File: src/rtl/instr_encoder_loader.sv
// instr_encoder_loader
//   Packs structured RV32I instruction fields (R, I-ALU, LOAD, STORE, BRANCH,
//   JAL) into 32-bit words and streams them through a small FIFO into the
//   instruction-memory write port. Boot/test logic uses it to load programs
//   beat by beat.
//
// Ports
//   clk_i, reset_i        clock, synchronous active-high reset
//   start_i               one-cycle pulse, begins a session (IDLE only)
//   in_valid_i/in_ready_o input beat handshake, in_last_i ends the session
//   in_class_i            0 R, 1 I-ALU, 2 LOAD, 3 STORE, 4 BRANCH, 5 JAL
//   in_funct3_i, in_f7b5_i, in_rd_i, in_rs1_i, in_rs2_i, in_imm_i  fields
//   imem_ready_i          memory accepts a write this cycle
//   imem_we_o/imem_addr_o/imem_wdata_o  memory write port (byte address)
//   busy_o, done_o, err_o, word_count_o status
//
// Build option
//   ENC_RANGE_CHECK_EN    when defined, immediates that do not fit their
//                         field (or are misaligned) make the beat illegal.
module instr_encoder_loader #(
  parameter int              AW        = 8,
  parameter int              DEPTH     = 4,
  parameter logic [AW-1:0]   BASE_ADDR = '0
) (
  input  logic          clk_i,
  input  logic          reset_i,
  input  logic          start_i,
  input  logic          in_valid_i,
  output logic          in_ready_o,
  input  logic          in_last_i,
  input  logic [2:0]    in_class_i,
  input  logic [2:0]    in_funct3_i,
  input  logic          in_f7b5_i,
  input  logic [4:0]    in_rd_i,
  input  logic [4:0]    in_rs1_i,
  input  logic [4:0]    in_rs2_i,
  input  logic [20:0]   in_imm_i,
  input  logic          imem_ready_i,
  output logic          imem_we_o,
  output logic [AW-1:0] imem_addr_o,
  output logic [31:0]   imem_wdata_o,
  output logic          busy_o,
  output logic          done_o,
  output logic          err_o,
  output logic [15:0]   word_count_o
);

  localparam int PW = $clog2(DEPTH);

  typedef enum logic [1:0] {S_IDLE, S_RUN, S_DRAIN, S_DONE} state_e;

  state_e         state_q;
  logic           busy_q, done_q, err_q;
  logic [AW-1:0]  addr_q;
  logic [15:0]    wc_q;

  logic [31:0]    mem_q [DEPTH];
  logic [PW-1:0]  wr_ptr_q, rd_ptr_q;
  logic [PW:0]    count_q, count_d;

  logic           fifo_full, fifo_empty;
  logic           accept, push, pop;
  logic [31:0]    enc_word;
  logic           class_ok, range_ok, legal;
  logic           is_shift;

  assign fifo_full  = (count_q == (PW+1)'(DEPTH));
  assign fifo_empty = (count_q == '0);

  // in_ready looks only at the registered occupancy, so a pop in the same
  // cycle never opens the door for a push into a full FIFO.
  assign in_ready_o = (state_q == S_RUN) && !fifo_full;
  assign accept     = in_valid_i && in_ready_o;
  assign push       = accept && legal;

  // Gated by reset so nothing reaches memory in the reset cycle.
  assign imem_we_o    = !fifo_empty && imem_ready_i && !reset_i;
  assign pop          = imem_we_o;
  assign imem_wdata_o = fifo_empty ? 32'h0 : mem_q[rd_ptr_q];
  assign imem_addr_o  = addr_q;
  assign busy_o       = busy_q;
  assign done_o       = done_q;
  assign err_o        = err_q;
  assign word_count_o = wc_q;

  assign is_shift = (in_funct3_i == 3'b001) || (in_funct3_i == 3'b101);

  // Field packing for each instruction class.
  always_comb begin
    enc_word = 32'h0;
    class_ok = 1'b1;
    case (in_class_i)
      3'd0: enc_word = {1'b0, in_f7b5_i, 5'b0, in_rs2_i, in_rs1_i, in_funct3_i, in_rd_i, 7'b0110011};
      3'd1: begin
        if (is_shift)
          enc_word = {1'b0, in_f7b5_i, 5'b0, in_imm_i[4:0], in_rs1_i, in_funct3_i, in_rd_i, 7'b0010011};
        else
          enc_word = {in_imm_i[11:0], in_rs1_i, in_funct3_i, in_rd_i, 7'b0010011};
      end
      3'd2: enc_word = {in_imm_i[11:0], in_rs1_i, in_funct3_i, in_rd_i, 7'b0000011};
      3'd3: enc_word = {in_imm_i[11:5], in_rs2_i, in_rs1_i, in_funct3_i, in_imm_i[4:0], 7'b0100011};
      3'd4: enc_word = {in_imm_i[12], in_imm_i[10:5], in_rs2_i, in_rs1_i, in_funct3_i,
                        in_imm_i[4:1], in_imm_i[11], 7'b1100011};
      3'd5: enc_word = {in_imm_i[20], in_imm_i[10:1], in_imm_i[11], in_imm_i[19:12], in_rd_i, 7'b1101111};
      default: class_ok = 1'b0;
    endcase
  end

`ifdef ENC_RANGE_CHECK_EN
  logic imm12_ok, shamt_ok, br_ok, jal_ok;
  // A value fits a signed N-bit field when all bits from N-1 upward agree.
  assign imm12_ok = (&in_imm_i[20:11]) || !(|in_imm_i[20:11]);
  assign shamt_ok = !(|in_imm_i[20:5]);
  assign br_ok    = ((&in_imm_i[20:12]) || !(|in_imm_i[20:12])) && !in_imm_i[0];
  assign jal_ok   = !in_imm_i[0];

  always_comb begin
    range_ok = 1'b1;
    case (in_class_i)
      3'd1:       range_ok = is_shift ? shamt_ok : imm12_ok;
      3'd2, 3'd3: range_ok = imm12_ok;
      3'd4:       range_ok = br_ok;
      3'd5:       range_ok = jal_ok;
      default:    range_ok = 1'b1;
    endcase
  end
`else
  assign range_ok = 1'b1;
`endif

  assign legal = class_ok && range_ok;

  always_comb begin
    count_d = count_q;
    case ({push, pop})
      2'b10:   count_d = count_q + 1'b1;
      2'b01:   count_d = count_q - 1'b1;
      default: count_d = count_q;
    endcase
  end

  // FIFO storage: no reset needed, pointers define validity.
  always_ff @(posedge clk_i) begin
    if (push) mem_q[wr_ptr_q] <= enc_word;
  end

  always_ff @(posedge clk_i) begin
    if (reset_i) begin
      state_q  <= S_IDLE;
      busy_q   <= 1'b0;
      done_q   <= 1'b0;
      err_q    <= 1'b0;
      addr_q   <= BASE_ADDR;
      wc_q     <= 16'h0;
      wr_ptr_q <= '0;
      rd_ptr_q <= '0;
      count_q  <= '0;
    end else begin
      done_q  <= 1'b0;
      count_q <= count_d;
      if (push) wr_ptr_q <= wr_ptr_q + 1'b1;
      if (pop) begin
        rd_ptr_q <= rd_ptr_q + 1'b1;
        addr_q   <= addr_q + AW'(4);
        if (wc_q != 16'hFFFF) wc_q <= wc_q + 16'h1;
      end

      case (state_q)
        S_IDLE: begin
          if (start_i) begin
            state_q <= S_RUN;
            busy_q  <= 1'b1;
            err_q   <= 1'b0;
            wc_q    <= 16'h0;
            addr_q  <= BASE_ADDR;
          end
        end
        S_RUN: begin
          if (accept && !legal) err_q <= 1'b1;
          if (accept && in_last_i) begin
            // Skip DRAIN when the FIFO will already be empty.
            if (count_d == '0) begin
              state_q <= S_DONE;
              done_q  <= 1'b1;
            end else begin
              state_q <= S_DRAIN;
            end
          end
        end
        S_DRAIN: begin
          if (count_d == '0) begin
            state_q <= S_DONE;
            done_q  <= 1'b1;
          end
        end
        default: begin
          state_q <= S_IDLE;
          busy_q  <= 1'b0;
        end
      endcase
    end
  end

endmodule

File: config.mk
export PLATFORM = sky130hd
export DESIGN_NAME = instr_encoder_loader
export DESIGN_NICKNAME = d
export VERILOG_FILES = /design/src/rtl/instr_encoder_loader.sv
export SDC_FILE = /design/constraint.sdc
export NUM_CORES = 1
export LEC_CHECK = 0
export BUFFER_PORTS_ARGS = -buffer_cell sky130_fd_sc_hd__buf_2
export CELL_PAD_IN_SITES_DETAIL_PLACEMENT = 2
export CELL_PAD_IN_SITES_GLOBAL_PLACEMENT = 2
export CORE_ASPECT_RATIO = 0.75
export CORE_MARGIN = 10
export CORE_UTILIZATION = 39
export DETAILED_ROUTE_END_ITERATION = 8
export GPL_TIMING_DRIVEN = 1
export PLACE_DENSITY_LB_ADDON = 0.1
export SYNTH_ARGS = -nofsm -noshare
export SYNTH_HDL_FRONTEND = slang
export SYNTH_SLANG_ARGS = --single-unit
File: constraint.sdc
create_clock -name clk_i -period 2.95 [get_ports clk_i]
set_input_delay 0.4425 -clock clk_i [delete_from_list [all_inputs] [get_ports clk_i]]
set_output_delay 0.4425 -clock clk_i [all_outputs]
set_load 0.01 [all_outputs]
# --- After elaboration in Yosys (flattened, before gate mapping) ---
# Memory sizes are Yosys's and may differ from the RTL's. A register that Yosys moved wholly into a read port is not among the register bits.
# Cells that the tools add are included.
word_totals:
  memories: 1
  inputBits: 49
  elab_cells: 85
  reg_bits: 36
  ram_bits: 128
  out_inout_bits: 61
classes:
  reduce_logical: 22
  n_eq_ne: 17
  muxes: 29
  addsub: 6
  n_bitwise: 1
memory_table:
  columns: ["memory", "words", "word_bits", "read_ports", "rd_ports_with_merged_regs", "write_ports", "line_no", "source"]
  rows:
  - ["mem_q", 4, 32, 1, 1, 1, "57", "logic [31:0] mem_q [DEPTH];"]
ops:
  columns: ["cell", "n"]
  rows:
  - ["$pmux W32 S6", 1]
  - ["$mux W16", 4]
  - ["$mux W32", 2]
  - ["$mux W8", 3]
  - ["$add A16 B1 Y16 const B", 1]
  - ["$ne A16 B16 Y1 const B", 1]
  - ["$eq A3 B3 Y1 const B", 4]
  - ["$mux W2", 5]
  - ["$logic_not A3 Y1", 3]
  - ["$mux W1", 9]
  - ["$add A8 B3 Y8 const B", 1]
  - ["$logic_and A1 B1 Y1", 7]
  - ["$eq A3 B1 Y1 const B", 2]
  - ["$eq A3 B2 Y1 const B", 2]
  - ["$pmux W1 S2", 3]
  - ["$pmux W2 S3", 1]
  - ["$pmux W3 S2", 1]
  - ["$reduce_and A3 Y1", 2]
  - ["$reduce_or A6 Y1", 1]
  - ["$add A2 B1 Y2 const B", 2]
  - ["$eq A2 B1 Y1 const B", 2]
  - ["$eq A2 B2 Y1 const B", 2]
  - ["$logic_not A1 Y1", 4]
  - ["$ne A2 B1 Y1 const B", 2]
  - ["9 further kinds", 10]

# --- Depth between registers and ports, before layout ---
logic_depth:
  ltp_word: 11
  ltp_mapped: 13
  ltp_nobuf: 12

# --- Worst setup path after synthesis ---
# Ideal clock, no wire load.
synth_timing:
  kind: "reg-to-reg"
  startpoint: "register count_q[0]"
  endpoint: "register state_q[0]"
  synth_period_minus_slack_ns: 2.628
  setup_ns: 0.132
  n_path_buf: 1
  path_slack_ns: 0.322
  arrival_time_ns: 2.496
  path_stages_with_launch: 14
  t_required_ns: 2.818
  cell_sequence: "dfxtp_1 nor2_1 nand2_1 and4_1 clkbuf_1 inv_1 ha_1 inv_1 fa_1 xor2_1 o21a_1 o31a_1 o21ai_0 a21oi_1"
synth_between:
  elab_chain_len: 11
  word_cells_on_any_way: 22
  classes_between: "add/sub: 2; eq/ne: 5; mux: 4; reduce/logical: 11"
synth_rtl:
  columns: ["item", "line_no", "source"]
  rows:
  - ["from (decl)", "59", "logic [PW:0] count_q, count_d;"]
  - ["from (signal assigned)", "160", "count_q <= count_d;"]
  - ["$eq A3 B3 Y1", "67", "assign fifo_full = (count_q == (PW+1)'(DEPTH));"]
  - ["$logic_not A1 Y1", "72", "assign in_ready_o = (state_q == S_RUN) && !fifo_full;"]
  - ["$logic_and A1 B1 Y1", "72", null]
  - ["$logic_and A1 B1 Y1", "73", "assign accept = in_valid_i && in_ready_o;"]
  - ["$logic_and A1 B1 Y1", "74", "assign push = accept && legal;"]
  - ["$eq A2 B1 Y1 or $eq A2 B2 Y1 (tied branches)", "135", "case ({push, pop})"]
  - ["$pmux W3 S2", "135", null]
  - ["$logic_not A3 Y1", "182, 191", null]
  - ["$mux W1", "182", "if (count_d == '0) begin"]
  - ["$mux W2", "180", "if (accept && in_last_i) begin"]
  - ["$pmux W2 S3", "168", "case (state_q)"]
  - ["to (signal assigned)", "171", "state_q <= S_RUN;"]
  - ["to (signal assigned)", "183", "state_q <= S_DONE;"]
  - ["to (signal assigned)", "192", "state_q <= S_DONE;"]
  - ["to (decl)", "52", "state_e state_q;"]
# Parallel ways exist; a longest one is shown, timed or not. The select of a mux whose other input is x is not followed.
# A chain may end at the register's enable or synchronous reset.

# --- Final worst setup path ---
layout_timing:
  startpoint: "register state_q[1]"
  endpoint: "register state_q[0]"
layout_between:
  elab_chain_len: 10
  word_cells_on_any_way: 18
  classes_between: "eq/ne: 7; mux: 4; reduce/logical: 7"
layout_rtl:
  columns: ["item", "line_no", "source"]
  rows:
  - ["from (signal assigned)", "149", "state_q <= S_IDLE;"]
  - ["from (signal assigned)", "171", null]
  - ["from (signal assigned)", "183", null]
  - ["$eq A2 B1 Y1", "72, 168", null]
  - ["$logic_and A1 B1 Y1", "72", null]
  - ["$logic_and A1 B1 Y1", "73", null]
  - ["$logic_and A1 B1 Y1", "74", null]
  - ["$eq A2 B1 Y1 or $eq A2 B2 Y1 (tied branches)", "135", null]
  - ["$pmux W3 S2", "135", null]
  - ["$logic_not A3 Y1", "182, 191", null]
  - ["$mux W1", "182", null]
  - ["$mux W2", "180", null]
  - ["$pmux W2 S3", "168", null]
# Parallel ways exist; a longest one is shown, timed or not. The select of a mux whose other input is x is not followed.

==> summary.md <==
| Metric | Value |
|---|---|
| Maximum cell stage delay along the critical path | 0.38 ns |
| Register bit count reported by yosys | 156 |
| Number of buffers on the longest clock path | 2 |
| Overall die height | 136 um |
| DRC marker count from the first detailed-route iteration | 255 |
| Die Footprint | 23,800 um^2 |
| Port Buf Inserts | 107 |
| Hold-fix buffers, CTS | 0 |
| Starting utilization of the core area | 0.398 |
| Pin count of the biggest net entering global routing | 34 |
| Worst vdd ir | 422 uV |
| Largest fanout on the critical path | 5 |
| Via count of the routed design | 4,653 |
| Smallest setup slack after layout | 0.151 ns |
| Count of synthesis-stage warnings from yosys | 0 |
| Share of the cycle needed by the critical path after routing | 0.949 |
| WL/cell | 23.2 um |
| Cell types with the largest area share after synthesis | sky130_fd_sc_hd__edfxtp_1 (51%), sky130_fd_sc_hd__dfxtp_1 (10%), sky130_fd_sc_hd__mux4_2 (9.6%) |
| Number of antenna repair diodes | 0 |
| Number of routed nets with antenna violations | 0 |
| Synth cell types | 61 |
| Largest area contributor in the synthesized netlist | sky130_fd_sc_hd__edfxtp_1 |
| Final #Nets | 673 |
| Clock tree from TritonCTS | built |
| Drc violations | 0 |
| Final hold violation count | 0 |
| Cell with the most instances after synthesis | sky130_fd_sc_hd__edfxtp_1 |
| Data required time of the worst path | 3.31 ns |
| Top-area cell type share of the netlist area | 0.513 |
| Clock sink count | 156 |
| Width of the chip | 175 um |
| Result of the run | finished, final reports clean |
| Slew of the pin with the lowest slew margin | 0.973 ns |
| Total congestion overflow | 0 |
| Max-cap violations | 0 |
| Post-synth EDFFs | 120 |
| Top flip-flop cell by instance count after synthesis | sky130_fd_sc_hd__edfxtp_1 |
| Summed instance area of the synthesized netlist | 7030 um^2 |
| Global-route wire length before repair | 31,300 um |
| Gate Count Post-Synth | 496 |
| Register area share after synthesis | 0.615 |
| # fillers | 1,693 |
| Worst path slowest cell | sky130_fd_sc_hd__fa_1 |
| Root buffer cell | sky130_fd_sc_hd__clkbuf_16 |
| Fraction of layout instances using a drive strength above 1 | 0.341 |
| Type of the worst min-delay path | in2reg |
| Setup Total Neg Slack | 0 ns |
| Antenna violations before repair | 0 |
| Min Tclk post-route | 2.80 ns |
| Avg Synthesized Cell Area | 14.2 um^2 |
| Worst Path Buf+Inv | 3 |
| Half-perimeter wire length of the detailed placement result | 13,400 um |
| Highest attainable clock frequency | 357 MHz |
| Lkg Pwr | 3.16 nW |
| Skew-Pair Late Insertion Delay | 0.43 ns |
| Detail-routed via count per cell | 5.37 |
| Total length of routed wires | 20,100 um |
| Crit-path most repeated cell | sky130_fd_sc_hd__inv_1 |
| TritonCTS Buffers | 17 |
| Top post-synthesis cells by count | sky130_fd_sc_hd__edfxtp_1 (120), sky130_fd_sc_hd__nor2b_1 (43), sky130_fd_sc_hd__dfxtp_1 (36) |
| Final core utilization | 0.489 |
| Number of ports placed on the die boundary | 110 |
| Final weighted congestion in routability-driven placement | 0.753 |
| Slew Viols, Final | 0 |
| Via count of the first global-routing pass | 5,272 |
| Arrival time at the worst endpoint | 3.16 ns |
| Cells along the critical path | inv_1, ha_1, and4_1, inv_1, ha_1, inv_1, fa_1, xor2_1, o21a_2, o41ai_2, nand4b_1, a21oi_2 |
| H-tree levels | 4 |
| Area growth from synthesis to layout | 22.8% |
| Cell family with the largest share of critical-path delay | compound AO/OA/AOI/OAI gates |
| Row cnt | 42 |
| Maximum clock skew at final layout | 0.00862 ns |
| Global routing usage summed across all routing layers | 0.172 |
| Pwr/cell area | 789 nW/um^2 |
| Worst Path Class, Setup | reg2reg |
| Ys async rst share | 0 |
| Clock transition at the registers of the reported paths | 0.06 ns |
| Max-Slew Margin vs Limit | 0.351 |
| Worst Setup End Kind | flip-flop |
| Critical path launch point type | flip-flop |
| Placeable core area | 17,700 um^2 |
| Final setup violating endpoints | 0 |
| Post-place setup slack | 0.125 ns |
| Drt pass-1 iters | 4 |
==> worst paths after layout <==
kind	startpoint	to	slack, ns	depth (start not counted)
max reg2reg	state_q[1]	state_q[0]	0.15	12
min reg2reg	busy_o	busy_o	0.52	2
min	start_i	busy_o	0.35	3
max	state_q[1]	state_q[0]	0.15	12
==> cells by family (layout without fill, tap and decap cells) <==
group / Yosys count / after routing / synth area share
buf+inv: 44 / 172 / 0.0271
mux: 35 / 35 / 0.103
xor+xnor: 21 / 21 / 0.0262
fa+ha+maj: 12 / 12 / 0.0224
other cells: 1 / 2 / 0.000534
simple gates: 139 / 139 / 0.115
compound gates: 88 / 88 / 0.0905
flops: 156 / 156 / 0.615
==> where the power goes <==
group	total [mW]	leakage, nW	internal (mW)	switching (mW)
logic	1.62	1.45	0.690	0.932
clock network	2.56	0.330	1.67	0.896
registers	2.62	1.38	2.51	0.113
total	6.80	3.16	4.86	1.94
==> state kept, by name, summed over array words and instances (netlist names), named ones only <==
name	flops
done_o	1
state_q	2
imem_addr_o	6
word_count_o	16
busy_o	1
wr_ptr_q	2
count_q	3
err_o	1
mem_q	120
rd_ptr_q	2
==> routing by layer <==
metal	up-vias	global-route usage	share of wire
met3	18	0.0419	0.042
met5	-	0	0
li1	2131	-	-
met1	2396	0.212	0.44
met4	0	0.0559	0.010
met2	108	0.294	0.51
==> layout by cell type (no fill, tap or decap), types with 6 or more instances in the layout <==
cell                        count
sky130_fd_sc_hd__nand2_1       12
sky130_fd_sc_hd__bufinv_16      7
sky130_fd_sc_hd__buf_2        107
sky130_fd_sc_hd__o21ai_0        8
sky130_fd_sc_hd__nor2b_1       43
sky130_fd_sc_hd__and2_1         9
sky130_fd_sc_hd__buf_4         16
sky130_fd_sc_hd__dfxtp_1       31
sky130_fd_sc_hd__clkbuf_16     17
sky130_fd_sc_hd__a22oi_1        8
sky130_fd_sc_hd__ha_1          11
sky130_fd_sc_hd__o211ai_1       6
sky130_fd_sc_hd__inv_1         15
sky130_fd_sc_hd__edfxtp_1     120
sky130_fd_sc_hd__xor2_1        17
sky130_fd_sc_hd__a21oi_1       23
sky130_fd_sc_hd__o2bb2ai_1      6
sky130_fd_sc_hd__a221oi_1       9
sky130_fd_sc_hd__and3_1         6
sky130_fd_sc_hd__nor2_1        31
sky130_fd_sc_hd__mux4_2        30
==> metrics by stage <==
step / area [um^2] / hold slack, ns / total power, mW / cells
2_1_floorplan: 7030 / 0.485 / 3.61 / 497
3_3_place_gp: 7890 / 0.492 / 4.18 / 833
3_5_place_dp: 7890 / 0.505 / 4.24 / 833
4_1_cts: 8590 / 0.339 / 6.86 / 865
5_1_grt: 8630 / 0.370 / 7.12 / 867
6_report: 8630 / 0.352 / 6.80 / 867
==> tightest hold or removal path, cell delays in order <==
cell	delay (ns)
sky130_fd_sc_hd__buf_2	0.10
sky130_fd_sc_hd__a21oi_1	0.06
sky130_fd_sc_hd__nor3_1	0.13
==> area by class of cell <==
cell class | instances | area (um^2) | area share
repair buffers | 125 | 696 | 0.0806
well taps | 242 | 303 | 0.0351
clock inverters | 13 | 245 | 0.0284
clock buffers | 19 | 433 | 0.0502
multi-input cells | 297 | 2560 | 0.297
inverters | 15 | 56.3 | 0.00653
flip-flops and latches | 156 | 4330 | 0.502
==> timing repair <==
item	in CTS	in global routing
endpoints found under the setup margin	2	2
resized for setup	4	9
pin swaps	0	3
setup buffers	0	2
Note: power is estimated with default switching activity, not from simulation.
